<file path="config.mk">
export PLATFORM = sky130hd
export DESIGN_NAME = fifo_wr_sched
export DESIGN_NICKNAME = d
export VERILOG_FILES = /design/src/rtl/fifo_demo_pkg.sv /design/src/rtl/rr_arb2.sv /design/src/rtl/fifo_wr_sched.sv
export SDC_FILE = /design/constraint.sdc
export NUM_CORES = 1
export LEC_CHECK = 0
export BUFFER_PORTS_ARGS = -buffer_cell sky130_fd_sc_hd__buf_2
export CORE_ASPECT_RATIO = 0.7
export CORE_UTILIZATION = 48
export DETAILED_ROUTE_END_ITERATION = 10
export GPL_TIMING_DRIVEN = 0
export PLACE_DENSITY = 0.74
export SLEW_MARGIN = 25
export SYNTH_ARGS = -nofsm -noshare
export SYNTH_HDL_FRONTEND = slang
export SYNTH_HIERARCHICAL = 1
export SYNTH_SLANG_ARGS = --single-unit
</file>
<file path="constraint.sdc">
create_clock -name clk_19_3 -period 1.53 [get_ports clk_19_3]
set_input_delay 0.153 -clock clk_19_3 [delete_from_list [all_inputs] [get_ports clk_19_3]]
set_output_delay 0.153 -clock clk_19_3 [all_outputs]
set_load 0.1 [all_outputs]
</file>
<file path="src/rtl/fifo_demo_pkg.sv">
// Widths and grant encoding shared by the FIFO writer, the FIFO itself and the LED-side reader.
package fifo_demo_pkg;
    localparam int DATA_W = 6;
    localparam int CNT_W  = 14;

    localparam logic GRANT_SAMPLER = 1'b0;
    localparam logic GRANT_EXT     = 1'b1;
endpackage

</file>
<file path="src/rtl/rr_arb2.sv">
// Two-way round-robin arbiter: combinational grants, last winner registered.
// Zero latency; inhibit (FIFO full) or reset suppresses every grant in the same cycle.
module rr_arb2
    import fifo_demo_pkg::*;
(
    input  logic clk,
    input  logic rst_n,
    input  logic inhibit,
    input  logic req_sampler,
    input  logic req_ext,
    output logic gnt_sampler,
    output logic gnt_ext,
    output logic last_grant
);

    always_comb begin
        gnt_sampler = 1'b0;
        gnt_ext     = 1'b0;
        if (rst_n && !inhibit) begin
            // On contention the requester that did not win last time goes first.
            if (req_ext && (!req_sampler || last_grant == GRANT_SAMPLER))
                gnt_ext = 1'b1;
            else if (req_sampler)
                gnt_sampler = 1'b1;
        end
    end

    always_ff @(posedge clk) begin
        if (!rst_n)
            last_grant <= GRANT_EXT;
        else if (gnt_sampler || gnt_ext)
            last_grant <= gnt_ext ? GRANT_EXT : GRANT_SAMPLER;
    end

endmodule

</file>
<file path="src/rtl/fifo_wr_sched.sv">
// Sample counter plus external requester sharing one FIFO write port.
// A sample is written one cycle after its tick; fifo_full blocks writes combinationally and overflow samples are counted.
module fifo_wr_sched
    import fifo_demo_pkg::*;
#(
    parameter int DATA_W    = fifo_demo_pkg::DATA_W,
    parameter int CNT_W     = fifo_demo_pkg::CNT_W,
    parameter int TICK_BITS = 8,
    parameter int DROP_W    = 8
) (
    input  logic              clk_19_3,
    input  logic              reset_button,
    input  logic              enable,
    input  logic              ext_valid,
    input  logic [DATA_W-1:0] ext_data,
    output logic              ext_ready,
    input  logic              fifo_full,
    output logic              fifo_wr_en,
    output logic [DATA_W-1:0] fifo_wr_data,
    output logic              sample_pending,
    output logic              last_grant,
    output logic [DROP_W-1:0] drop_count
);

    logic [CNT_W-1:0]  counter;
    logic [DATA_W-1:0] pending_data;
    logic              tick;
    logic              gnt_sampler;
    logic              gnt_ext;

    assign tick = enable && (counter[TICK_BITS-1:0] == '0);

    rr_arb2 u_arb (
        .clk         (clk_19_3),
        .rst_n       (reset_button),
        .inhibit     (fifo_full),
        .req_sampler (sample_pending),
        .req_ext     (ext_valid),
        .gnt_sampler (gnt_sampler),
        .gnt_ext     (gnt_ext),
        .last_grant  (last_grant)
    );

    assign fifo_wr_en   = gnt_sampler || gnt_ext;
    assign fifo_wr_data = gnt_ext ? ext_data : pending_data;
    assign ext_ready    = gnt_ext;

    always_ff @(posedge clk_19_3) begin
        if (!reset_button) begin
            counter        <= '0;
            sample_pending <= 1'b0;
            pending_data   <= '0;
            drop_count     <= '0;
        end else begin
            if (enable)
                counter <= counter + CNT_W'(1);

            // A same-cycle grant frees the holding register, so a tick then reloads without a drop.
            if (tick) begin
                if (!sample_pending || gnt_sampler) begin
                    sample_pending <= 1'b1;
                    pending_data   <= counter[CNT_W-1 -: DATA_W];
                end else if (drop_count != '1) begin
                    drop_count <= drop_count + DROP_W'(1);
                end
            end else if (gnt_sampler) begin
                sample_pending <= 1'b0;
            end
        end
    end

endmodule

</file>
Word-level counts from Yosys, hierarchy flattened
Cells that the tools add are included.
{ "word_totals": {"regBits": 30, "input_bits": 11, "output_inout_bits": 18, "elab_cells": 34} }
{ "classes": {"addsub": 2, "n_eq_ne": 2, "mux": 10, "bitwise": 2, "n_reduce_logical": 13} }
{ "ops": {"columns": ["cell", "n"], "rows": [
  ["14-bit by 1-bit adder with 14-bit output, second input constant", 1],
  ["1-bit two-way mux", 9],
  ["8-bit by 1-bit adder with 8-bit output, second input constant", 1],
  ["8-bit zero test", 1],
  ["8-bit != test, second input constant", 1],
  ["6-bit two-way mux", 1],
  ["2-bit AND reduction", 2],
  ["1-bit logical AND", 3],
  ["1-bit logical OR", 3],
  ["3-bit AND reduction", 1],
  ["1-bit zero test", 2],
  ["2-bit by 1-bit != test with 1-bit output, second input constant", 1],
  ["1-bit NOT", 2],
  ["2-bit nonzero test", 1]
]} }

Logic depth before layout (Yosys ltp)
{ "depth": {"ltp_word": 8, "mapped_depth": 6, "depth_no_buf": 6} }

Cells and area by module
The synthesis kept the hierarchy.
{ "by_module_without_submodules": {"columns": ["mod", "instances", "cells_each", "area_each_um2", "seq_area_each_um2"], "rows": [
  ["fifo_wr_sched", 1, 153, 1410.1, 580.6],
  ["rr_arb2", 1, 9, 71.3, 20.0]
]} }

Worst setup path before layout
No wires, ideal clock.
{ "synth_timing": {"kind": "flip-flop to output port", "start": "register sample_pending", "end": "output fifo_wr_data[0]", "arrival_ns": 3.243, "t_required_ns": 1.377, "slack_ns": -1.866, "path_stages_with_launch": 4, "n_path_buf": 1, "path_cell_list": "dfxtp_1 > a21oi_1 > clkbuf_1 > mux2_2"} }
{ "synth_via": {"elab_chain_len": 6} }
{ "synth_rtl": {"columns": ["element", "line_no", "rtl"], "rows": [
  ["start: declaration", "fifo_wr_sched.sv:20", "output logic sample_pending,"],
  ["start signal: assignment", "fifo_wr_sched.sv:51", "sample_pending <= 1'b0;"],
  ["start signal: assignment", "fifo_wr_sched.sv:61", "sample_pending <= 1'b1;"],
  ["start signal: assignment", "fifo_wr_sched.sv:67", "sample_pending <= 1'b0;"],
  ["1-bit zero test", "rr_arb2.sv:21", "if (req_ext && (!req_sampler || last_grant == GRANT_SAMPLER))"],
  ["1-bit logical OR", "rr_arb2.sv:21", null],
  ["1-bit logical AND", "rr_arb2.sv:21", null],
  ["1-bit two-way mux", "rr_arb2.sv:21", null],
  ["1-bit two-way mux", "rr_arb2.sv:19", "if (rst_n && !inhibit) begin"],
  ["named net ext_ready", "fifo_wr_sched.sv:16", "output logic ext_ready,"],
  ["6-bit two-way mux", "fifo_wr_sched.sv:45", "assign fifo_wr_data = gnt_ext ? ext_data : pending_data;"],
  ["end: declaration", "fifo_wr_sched.sv:19", "output logic [DATA_W-1:0] fifo_wr_data,"]
]} }
The timed path passes the listed nets, and every way through them passes these cells.

Worst setup path in the final report
{ "layout_timing": {"start": "register counter[0]", "end": "register drop_count[0]"} }
{ "layout_via": {"elab_chain_len": 3} }
{ "layout_rtl": {"columns": ["element", "line_no", "rtl"], "rows": [
  ["start: declaration", "fifo_wr_sched.sv:25", "logic [CNT_W-1:0] counter;"],
  ["start signal: assignment", "fifo_wr_sched.sv:56", "counter <= counter + CNT_W'(1);"],
  ["8-bit zero test", "fifo_wr_sched.sv:31", "assign tick = enable && (counter[TICK_BITS-1:0] == '0);"],
  ["1-bit logical AND", "fifo_wr_sched.sv:31", null],
  ["3-bit AND reduction (no line)", null, null],
  ["end signal: assignment", "fifo_wr_sched.sv:64", "drop_count <= drop_count + DROP_W'(1);"],
  ["end: declaration", "fifo_wr_sched.sv:22", "output logic [DROP_W-1:0] drop_count"]
]} }
Every way passes these cells.
A chain may end at the register's enable or synchronous reset.

==> flow_summary.yaml <==
routing:
  dr.pass1.iters: 4
  drcViolationCount: 0
  wl_per_cell_um: 14.9
  via_per_inst: 5.68
  ant_nets: 0
  num_vias: 1385
  drt_wl_total_mm: 3.63
  drtIter0Drc: 28
clocking:
  path_clk_slew_ps: 70
  cts.path.max_buffers: 2
  ctsHtreeMaxLevel: 2
  cts_tree: "built"
  root_buffer: "clkbuf_8"
  hold_buffers: 0
  insertion_delay_ps: 290
  clock-sinks: 30
  cts_buffers: 5
worst_hold_path:
  min_path_type: "in -> reg"
yosys:
  synth_most_common_cell: "dfxtp_1"
  netlist.area_leader.share: 0.405
  synthSimpleGateAreaFrac: 0.285
  synth-main-ff-cell: "dfxtp_1"
  yosys.area.top_type: "dfxtp_1"
  synth.distinct_cells: 32
  synth_compound_area_frac: 0.0836
  synth_adder_area_share: 0.0253
  synth.top_cells.by_area: "dfxtp_1 (41%), mux2i_1 (6.1%), nor2_1 (5.3%), mux2_2 (4.6%), xor2_1 (3.5%)"
  synthMuxAreaShare: 0.106
  synth.avg_cell_area_um2: 9.14
  synth_top_family_by_area: "simple AND/OR/NAND/NOR gates"
  synth.net_count: 176
  ys_warn_count: 6
  yosys_register_bits: 30
  synthCells: 162
  synthesis.area_mm2: 0.00148
  yosysSeqAreaShare: 0.405
  ys_async_sr_fraction: 0
  yosys-top-cells-count: "dfxtp_1 (30), nor2_1 (21), a21oi_1 (10), mux2i_1 (9), nand2_1 (8)"
  synth_edf_count: 0
  synth_xor_area_frac: 0.0591
global_routing:
  overflow: 0
  track_usage: 0.242
  antenna_found_initial: 0
  grt_start_max_net_pins: 12
  first_global_vias: 1264
  grt_pass1_wl_mm: 5.86
final_layout:
  diodes: 0
  utilization: 0.740
  final_cells: 244
  layout-drive-gt1-share: 0.452
  final_nets: 221
  areaGrowthSynthToFinish_pct: 43.0
  final_area_mm2: 0.00212
placement:
  io_buffers: 27
  gp_routability_congestion: 0.765
  dp_hpwl_mm: 2.39
  dp_cells: 225
  placed_area_mm2: 0.00177
  place_ws_ps: -309
pwr:
  cellPowerDensity_mw_per_mm2: 825
  ir_worst_vdd_uv: 469
  power.total_mw: 1.75
  p_leak_nw: 0.855
timing:
  skew_ps: 9.75
  drv_slew: 0
  max_freq_mhz: 597
  tns_ps: -1010
  hold_viol_final: 0
  setup_viol: 13
  worst_slack_ps: -145
  whs_ps: 159
  relSlewSlack: 0.677
  worstMarginPinSlew_ps: 484
  rsz0062_at_grt: "true"
  fin_crit_ps: 1680
  post-route-period-util: 1.10
status:
  outcome: "complete, but fails checks"
  violations: "setup timing"
die:
  dieArea_mm2: 0.00332
  ios: 29
  coreArea_mm2: 0.00286
  initial_core_util: 0.517
  die_w_um: 68.4
  row_count: 16
  die_y_um: 48.5
setup_path:
  critical_path_required_ps: 1750
  cp_max_fo: 7
  arrival_ps: 1890
  cp-end-kind: "flip-flop"
  worstSetupPathType: "reg -> reg"
  worstSetupStartpointType: "flip-flop"
job:
  drv_cap: 0
==> critical path: stages (launching register included) <==
cell and delay, ps:
dfxtp_4 360, inv_2 60, ha_4 120, nor4b_4 170, buf_4 180, nand3_4 120, buf_6 150, or3_4 320
a21oi_2 120
==> worst paths after layout <==
check | cells after the start | slack (ps) | startpoint | to
hold reg to reg | 2 | 490 | drop_count[5] | drop_count[5]
setup / recovery | 8 | -150 | counter[0] | drop_count[0]
setup reg to reg | 8 | -150 | counter[0] | drop_count[0]
hold / removal | 3 | 160 | ext_valid | u_arb/last_grant
==> layout by cell type (no fill, tap or decap), types with 2 or more instances in the layout <==
master / netlist / layout
nand2b_1: 2 / 2
a21oi_1: 10 / 7
o221a_2: 2 / 2
buf_12: 0 / 6
dfxtp_1: 30 / 11
o31ai_1: 4 / 4
mux2_4: 0 / 6
and4_1: 4 / 3
xor2_1: 6 / 6
ha_4: 0 / 2
nand3_1: 6 / 6
xnor2_1: 4 / 4
mux2i_1: 9 / 9
inv_2: 1 / 3
clkbuf_1: 5 / 3
buf_8: 0 / 2
nor4b_4: 2 / 2
o21ai_0: 3 / 3
inv_1: 5 / 3
nand4_1: 7 / 7
dfxtp_2: 0 / 8
nor2_1: 21 / 21
nand2_1: 8 / 8
or4_1: 4 / 4
or2_4: 0 / 2
a21oi_2: 0 / 2
nand3b_1: 4 / 4
buf_4: 0 / 11
nor3_1: 3 / 2
clkbuf_8: 0 / 6
clkinv_2: 0 / 2
buf_6: 0 / 2
or3_1: 3 / 2
buf_2: 2 / 21
dfxtp_4: 0 / 11
==> metal layers <==
layer / global-route usage / wire length [µm] / up-vias
met2: 0.404 / 1830 / 48
li1: - / - / 668
met4: 0.108 / 63 / 0
met5: 0 / 0 / -
met1: 0.285 / 1530 / 662
met3: 0.0637 / 203 / 7
==> layout make-up <==
| type | instances | area (µm²) |
|---|---|---|
| plain buffers | 5 | 41.3 |
| clock buffers | 6 | 72.6 |
| clock inverters | 2 | 10.0 |
| fillers | 198 | 744 |
| inverters | 6 | 22.5 |
| multi-input cells | 119 | 935 |
| flip-flops and latches | 30 | 652 |
| well taps | 36 | 45.0 |
| repair buffers | 40 | 340 |
==> flip-flops by register name, indices dropped and copies added (netlist names) <==
name              cells
sample_pending        1
drop_count            8
counter              14
pending_data          6
u_arb/last_grant      1
==> where the power goes <==
part | internal (mW) | switching, mW
logic | 0.131 | 0.209
registers | 0.783 | 0.0176
clock network | 0.314 | 0.292
total | 1.23 | 0.519
==> kinds of logic (layout without fill, tap and decap cells) <==
group,after synthesis,count (layout)
and+or+nand+nor,71,71
DFF,30,30
AOI/OAI and AO/OA,20,20
muxes,15,15
buffers and inverters,13,59
xor gates and xnor gates,10,10
adders and majority gates,3,3
==> what timing repair did <==
item                                    CTS  global route
endpoints found under the setup margin   23            22
pin swaps                                 8             8
buffers inserted                          8             5
gates resized for setup                  45            10
No activity file was read; power rests on OpenSTA's default activity.
